**src/rtl/decoder_stage.sv**
```systemverilog
// decoder_stage: registered MIPS instruction decode stage with a DEPTH-entry
// decoded-record buffer. It has valid/ready handshakes on both the fetch side and
// the register-read side.
// Each accepted word is decoded on entry. The buffer stores the raw word, the PC,
// the extended immediate and the resolved class, destination and write-enable.
// The raw fields are re-sliced from the stored word at the head.
// Optional build macro: DECODE_ILLEGAL_EN adds the out_illegal output. That build
// decodes unknown opcodes and unlisted R-type functs as class 7 with no register
// write.
module decoder_stage #(
  parameter int DEPTH = 2,
  parameter int PC_W  = 32,
  parameter int EXT_W = 32,
  localparam int CNT_W = $clog2(DEPTH + 1),
  localparam int PTR_W = $clog2(DEPTH)
) (
  input  logic             CLK,
  input  logic             RST,
  input  logic             flush,
  input  logic             in_valid,
  output logic             in_ready,
  input  logic [31:0]      in_instr,
  input  logic [PC_W-1:0]  in_pc,
  output logic             out_valid,
  input  logic             out_ready,
  output logic [PC_W-1:0]  out_pc,
  output logic [5:0]       out_opcode,
  output logic [5:0]       out_funct,
  output logic [4:0]       out_shamt,
  output logic [4:0]       out_rs,
  output logic [4:0]       out_rt,
  output logic [4:0]       out_rd,
  output logic [EXT_W-1:0] out_imm,
  output logic [25:0]      out_jaddr,
  output logic [4:0]       out_dst,
  output logic             out_wen,
  output logic [2:0]       out_class,
`ifdef DECODE_ILLEGAL_EN
  output logic             out_illegal,
`endif
  output logic [CNT_W-1:0] count
);

  logic [PTR_W-1:0] wr_ptr_q, rd_ptr_q;
  logic [CNT_W-1:0] count_q, count_d;
  logic             in_ready_q;
  logic             push, pop;

  logic [31:0]      mem_instr [DEPTH];
  logic [PC_W-1:0]  mem_pc    [DEPTH];
  logic [EXT_W-1:0] mem_imm   [DEPTH];
  logic [2:0]       mem_class [DEPTH];
  logic [4:0]       mem_dst   [DEPTH];
  logic             mem_wen   [DEPTH];
`ifdef DECODE_ILLEGAL_EN
  logic             mem_ill   [DEPTH];
  logic             dec_ill;
`endif

  logic [5:0]       op, fn;
  logic [4:0]       in_rt, in_rd;
  logic [15:0]      imm16;
  logic [2:0]       dec_class;
  logic [4:0]       dec_dst, dst_raw;
  logic             dec_wen, wen_raw;
  logic [EXT_W-1:0] dec_imm;

  assign op    = in_instr[31:26];
  assign fn    = in_instr[5:0];
  assign in_rt = in_instr[20:16];
  assign in_rd = in_instr[15:11];
  assign imm16 = in_instr[15:0];

  assign in_ready  = in_ready_q;
  assign count     = count_q;
  assign out_valid = (count_q != '0);
  assign push      = in_valid & in_ready_q;
  assign pop       = out_valid & out_ready;

  // Resolve class, destination and write-enable from the incoming word.
  always_comb begin
    dec_class = 3'd7;
    dst_raw   = '0;
    wen_raw   = 1'b0;
    case (op)
      6'h00: begin
        dst_raw = in_rd;
        if (fn == 6'h08) begin
          dec_class = 3'd5;
        end else begin
          dec_class = 3'd0;
          wen_raw   = 1'b1;
        end
      end
      6'h08, 6'h09, 6'h0A, 6'h0B, 6'h0C, 6'h0D, 6'h0E, 6'h0F: begin
        dec_class = 3'd1;
        dst_raw   = in_rt;
        wen_raw   = 1'b1;
      end
      6'h23, 6'h30: begin
        dec_class = 3'd2;
        dst_raw   = in_rt;
        wen_raw   = 1'b1;
      end
      6'h2B: dec_class = 3'd3;
      6'h38: begin
        dec_class = 3'd3;
        dst_raw   = in_rt;
        wen_raw   = 1'b1;
      end
      6'h04, 6'h05: dec_class = 3'd4;
      6'h02: dec_class = 3'd5;
      6'h03: begin
        dec_class = 3'd5;
        dst_raw   = 5'd31;
        wen_raw   = 1'b1;
      end
      6'h3F: dec_class = 3'd6;
      default: ;
    endcase
`ifdef DECODE_ILLEGAL_EN
    dec_ill = 1'b0;
    if (dec_class == 3'd7) begin
      dec_ill = 1'b1;
    end else if (op == 6'h00) begin
      case (fn)
        6'h00, 6'h02, 6'h08, 6'h20, 6'h21, 6'h22, 6'h23,
        6'h24, 6'h25, 6'h26, 6'h27, 6'h2A, 6'h2B: ;
        default: dec_ill = 1'b1;
      endcase
    end
    if (dec_ill) begin
      dec_class = 3'd7;
      wen_raw   = 1'b0;
    end
`endif
    // $0 is never a real destination, and a non-writing entry reports dst 0.
    dec_wen = wen_raw & (dst_raw != 5'd0);
    dec_dst = dec_wen ? dst_raw : 5'd0;
  end

  // Immediate extension: the logical ops zero-extend, LUI shifts, the rest sign-extend.
  always_comb begin
    dec_imm = {{(EXT_W-16){imm16[15]}}, imm16};
    case (op)
      6'h0C, 6'h0D, 6'h0E: begin
        dec_imm        = '0;
        dec_imm[15:0]  = imm16;
      end
      6'h0F: begin
        dec_imm        = '0;
        dec_imm[31:16] = imm16;
      end
      default: ;
    endcase
  end

  // Occupancy change for this cycle's push/pop combination.
  always_comb begin
    count_d = count_q;
    case ({push, pop})
      2'b10:   count_d = count_q + CNT_W'(1);
      2'b01:   count_d = count_q - CNT_W'(1);
      default: ;
    endcase
  end

  // Pointer, occupancy and registered ready. Reset wins over flush, and flush wins over push/pop.
  always_ff @(posedge CLK) begin
    if (RST) begin
      wr_ptr_q   <= '0;
      rd_ptr_q   <= '0;
      count_q    <= '0;
      in_ready_q <= 1'b0;
    end else if (flush) begin
      wr_ptr_q   <= '0;
      rd_ptr_q   <= '0;
      count_q    <= '0;
      in_ready_q <= 1'b1;
    end else begin
      if (push) wr_ptr_q <= wr_ptr_q + PTR_W'(1);
      if (pop)  rd_ptr_q <= rd_ptr_q + PTR_W'(1);
      count_q    <= count_d;
      in_ready_q <= (count_d != CNT_W'(DEPTH));
    end
  end

  // Record storage. It is not reset because empty-buffer outputs are masked to zero.
  always_ff @(posedge CLK) begin
    if (!RST && !flush && push) begin
      mem_instr[wr_ptr_q] <= in_instr;
      mem_pc[wr_ptr_q]    <= in_pc;
      mem_imm[wr_ptr_q]   <= dec_imm;
      mem_class[wr_ptr_q] <= dec_class;
      mem_dst[wr_ptr_q]   <= dec_dst;
      mem_wen[wr_ptr_q]   <= dec_wen;
`ifdef DECODE_ILLEGAL_EN
      mem_ill[wr_ptr_q]   <= dec_ill;
`endif
    end
  end

  // Head entry presented to the consumer. All fields are zero while the buffer is empty.
  always_comb begin
    out_pc     = '0;
    out_opcode = '0;
    out_funct  = '0;
    out_shamt  = '0;
    out_rs     = '0;
    out_rt     = '0;
    out_rd     = '0;
    out_imm    = '0;
    out_jaddr  = '0;
    out_dst    = '0;
    out_wen    = 1'b0;
    out_class  = '0;
`ifdef DECODE_ILLEGAL_EN
    out_illegal = 1'b0;
`endif
    if (out_valid) begin
      out_pc     = mem_pc[rd_ptr_q];
      out_opcode = mem_instr[rd_ptr_q][31:26];
      out_rs     = mem_instr[rd_ptr_q][25:21];
      out_rt     = mem_instr[rd_ptr_q][20:16];
      out_rd     = mem_instr[rd_ptr_q][15:11];
      out_shamt  = mem_instr[rd_ptr_q][10:6];
      out_funct  = mem_instr[rd_ptr_q][5:0];
      out_jaddr  = mem_instr[rd_ptr_q][25:0];
      out_imm    = mem_imm[rd_ptr_q];
      out_dst    = mem_dst[rd_ptr_q];
      out_wen    = mem_wen[rd_ptr_q];
      out_class  = mem_class[rd_ptr_q];
`ifdef DECODE_ILLEGAL_EN
      out_illegal = mem_ill[rd_ptr_q];
`endif
    end
  end

endmodule

```
**config.mk**
```make
export PLATFORM = sky130hd
export DESIGN_NAME = decoder_stage
export DESIGN_NICKNAME = d
export VERILOG_FILES = /design/src/rtl/decoder_stage.sv
export SDC_FILE = /design/constraint.sdc
export NUM_CORES = 1
export LEC_CHECK = 0
export BUFFER_PORTS_ARGS = -buffer_cell sky130_fd_sc_hd__buf_4
export CAP_MARGIN = 25
export CORE_MARGIN = 2
export CORE_UTILIZATION = 24
export DETAILED_ROUTE_END_ITERATION = 8
export PLACE_DENSITY = 0.52
export SYNTH_ARGS = -nofsm -noshare
export SYNTH_HDL_FRONTEND = slang
export SYNTH_SLANG_ARGS = --single-unit
```
**constraint.sdc**
```tcl
create_clock -name CLK -period 10.1 [get_ports CLK]
set_input_delay 1.515 -clock CLK [delete_from_list [all_inputs] [get_ports CLK]]
set_output_delay 1.515 -clock CLK [all_outputs]
set_load 0.005 [all_outputs]
```
==> summary.txt <==
Run status
  – Status: finished, final reports clean

Finish
  – Non-filler instance count after layout: 1317
  – Layout cell share with drive strength beyond 1: roughly a third
  – FF/Latch Area: ~6400 um^2
  – Nets: 859
  – Number of fill cells in the layout: 3747
  – Synth-to-layout area growth: 29.9%
  – Antenna Cells: 0
  – Multi-input logic area: between 2000 and 2500 um^2

Routing
  – DRC: 0
  – Total Wirelength: around 22000 um
  – Iter 0 DRT Violations: around 240
  – Drt first pass iters: 4
  – Via count: about 5500
  – Post-DRT Antenna Nets: 0
  – Drt wl/cell: between 15 and 20 um
  – Vias per inst: 4.18

Floorplanning
  – Cell Rows: between 70 and 80
  – Ports: roughly 200
  – Die area: just under 40000 um^2
  – Die X: slightly below 200 um
  – Die Ht: between 150 and 200 um
  – Initial Util: between 20% and 30%
  – Total core area: between 30000 and 40000 um^2

STA
  – RSZ-0062 raised after global routing: no
  – Fin. Hold Viols: 0
  – Max_slew headroom: ~41%
  – Crit path time final: approximately 4400 ps
  – Worst-Margin Slew: around 900 ps
  – Setup TNS: 0 ps
  – Tcrit/Tclk final: between 40% and 50%
  – Max Fclk: 230 MHz
  – Slew Viols, Final: 0
  – Final setup viols: 0
  – Clock Skews: between 10 and 15 ps

Critical path
  – Cell family with most CP delay: buffers and inverters
  – CP endpoint: out_jaddr[19]
  – Largest stage delay, worst path: approximately 900 ps
  – Reg2reg setup slack: roughly 7600 ps
  – Slowest cell on the critical path: dfxtp_4
  – Worst Path Arrival: between 2000 and 3000 ps
  – WP data required: 8590 ps
  – Critical path's most frequent cell: buf_4
  – Reg-to-reg critical path endpoint: mem_imm[1][12]
  – Startpoint Class: flop
  – WP buf/inv: 3
  – Reg2reg path depth: 4
  – Worst path cell trace: buf_4 -> buf_16 -> mux2i_1 -> nor2_1 -> buf_4
  – R2R Path Start: in_ready
  – CP Capture Type: output pin
  – Critical path class: flop to output pin
  – Stages on worst setup path: 5
  – Crit path max fanout: 47

CTS
  – Clock Latency Late Sink: 520 ps
  – Root Driver: clkbuf_16
  – Post-CTS Setup Bufs: 0
  – Clk buf depth: 3
  – CTS tree: yes
  – Cts repair resizes: 0
  – Clk pin slew, worst setup/hold paths: 60 ps
  – Num CTS Buffers: 25
  – # clock sinks: ~220
  – Post-CTS Hold Fix Bufs: 0
  – Htree depth: 1

Pwr
  – Peak VDD IR: roughly 0.10 mV
  – Pleak: between 4 and 5 nW
  – Cell Pwr Density: about 170 nW/um^2
  – Power consumption: 0.00200 W

Logic synthesis
  – Post-synthesis sequential area ratio: 70.9%
  – Synth Flop Type: edfxtp_1
  – Synth cell types: 48
  – Synthesis-stage register bit count: about 220
  – Ys Warns: 0
  – Post-synth EDFFs: 210
  – Post-Syn Instances: 608
  – Synth Net Count: roughly 680
  – Avg Cell Area, Syn: roughly 15 um^2
  – Mapped Area: about 9100 um^2
  – Share of flip-flops with an asynchronous set or reset: 0%

GRT
  – Vias in the first global route: 5453
  – Largest net degree at the start of global routing: 61
  – Met1 usage in global routing: between 10% and 20%
  – Busiest layer in global routing: met2
  – Met2 Usage GRT: between 10% and 20%
  – Initial antenna violation count: 0
  – Global Route Usage Sum: roughly 11%
  – Met3 GRT Util: 2.33%
  – GR Overflow Total: 0
  – First-pass GRT wire length: ~32000 um

Placement
  – DP Cell Count: 1273
  – Port Buf Inserts: a little over 200
  – GP Congestion: roughly 0.68
  – Post-DP HPWL: ~14000 um

Min path
  – Worst hold path type: flop to flop

Job
  – Max Cap Violations: 0
==> worst min-delay path, delay by kind of cell, from the launching register on <==
family / cells / cell delay (ps)
flops: 1 / 320
simple gates: 1 / 80
xor+xnor: 1 / 80
==> routing by layer <==
layer	share of wire, %	routed length (um)
met2	46	10200
met3	6.4	1420
met5	0	0
met1	46	10100
met4	2.1	457
==> final cells by class <==
cell class	count	share of cell area [%]
Multi-Input combinational cell	325	19.2
Clock inverter	8	0.733
Clock buffer	36	6.00
Inverter	9	0.287
Sequential cell	216	54.6
Tap cell	511	5.43
Timing Repair Buffer	212	13.7
==> cell usage in the layout (no fill, tap or decap), drive strengths merged, types with 2 or more instances in the layout <==
| cell | count |
|---|---|
| buf | 212 |
| edfxtp | 210 |
| nor2 | 115 |
| mux2i | 105 |
| clkbuf | 36 |
| a21o | 21 |
| nor2b | 19 |
| inv | 9 |
| o21ai | 9 |
| nor3 | 7 |
| nand2 | 6 |
| dfxtp | 6 |
| clkinv | 6 |
| a32oi | 5 |
| a21oi | 5 |
| nor3b | 4 |
| nand4 | 3 |
| xnor2 | 3 |
| o211ai | 2 |
| nand3 | 2 |
| or4 | 2 |
| bufinv | 2 |
==> through the flow <==
step	util, %	hold slack, ps	setup slack [ps]	cell area, um^2
4_1_cts	31.5	522	5660	11800
3_5_place_dp	29.4	504	6050	11000
2_1_floorplan	-	481	345	9060
5_1_grt	31.5	540	5560	11800
6_report	31.5	514	5740	11800
3_3_place_gp	29.3	491	5880	10900
==> how the worst min path moves through the flow <==
stage / startpoint / slack, ps / depth (start not counted) / endpoint
after floorplan: rd_ptr_q / 480 / 2 / flop
after global placement: rd_ptr_q / 490 / 2 / flop
after detailed placement: rd_ptr_q / 500 / 2 / rd_ptr_q
after CTS: rd_ptr_q / 520 / 2 / rd_ptr_q
after global routing: rd_ptr_q / 540 / 2 / rd_ptr_q
final: rd_ptr_q / 510 / 2 / rd_ptr_q
==> Yosys cell counts (2+ instances only) <==
cell        n  area [um^2]
buf_2      15         75.1
a21o_2      6         52.6
buf_6       3         33.8
o21ai_0     8         40.0
buf_4      28          210
nor2_1    114          428
nor2b_1    18          113
inv_1       9         33.8
nand3_1     2         10.0
a32oi_1     5         43.8
mux2i_1   105         1050
edfxtp_1  210         6310
nand4_1     3         18.8
nor3_2      3         30.0
nand2_1     6         22.5
dfxtp_1     6          120
o211ai_1    2         15.0
nor3_1      4         20.0
xnor2_1     3         26.3
a21oi_1     4         20.0
buf_1       5         18.8
a21o_1     15          113
clkbuf_1    7         26.3
or4_1       2         15.0
nor3b_1     2         15.0
==> flip-flops by register name (all words and copies together), names as in the netlist, named ones only <==
name	flops
count	2
in_ready	1
rd_ptr_q	1
mem_instr	64
mem_class	6
mem_pc	64
mem_imm	64
wr_ptr_q	1
mem_wen	2
mem_dst	10
==> report_power, final <==
| group | internal, W | switching [W] | total [W] |
|---|---|---|---|
| Combinational | 0.0000570 | 0.0000642 | 0.000121 |
| Clock | 0.000532 | 0.000346 | 0.000878 |
| Sequential | 0.000995 | 0.00000403 | 0.000999 |
==> cells by family (layout without fill, tap and decap cells) <==
| kind of cell | count (synthesis) | after routing | synth area share, % |
|---|---|---|---|
| fa+ha+maj | 1 | 1 | 0.138 |
| buf+inv | 67 | 265 | 4.39 |
| simple gates | 167 | 167 | 8.75 |
| compound gates | 48 | 48 | 3.82 |
| xor+xnor | 4 | 4 | 0.387 |
| mux | 105 | 105 | 11.6 |
| flops | 216 | 216 | 70.9 |
Note: power is estimated with default switching activity, not from simulation.
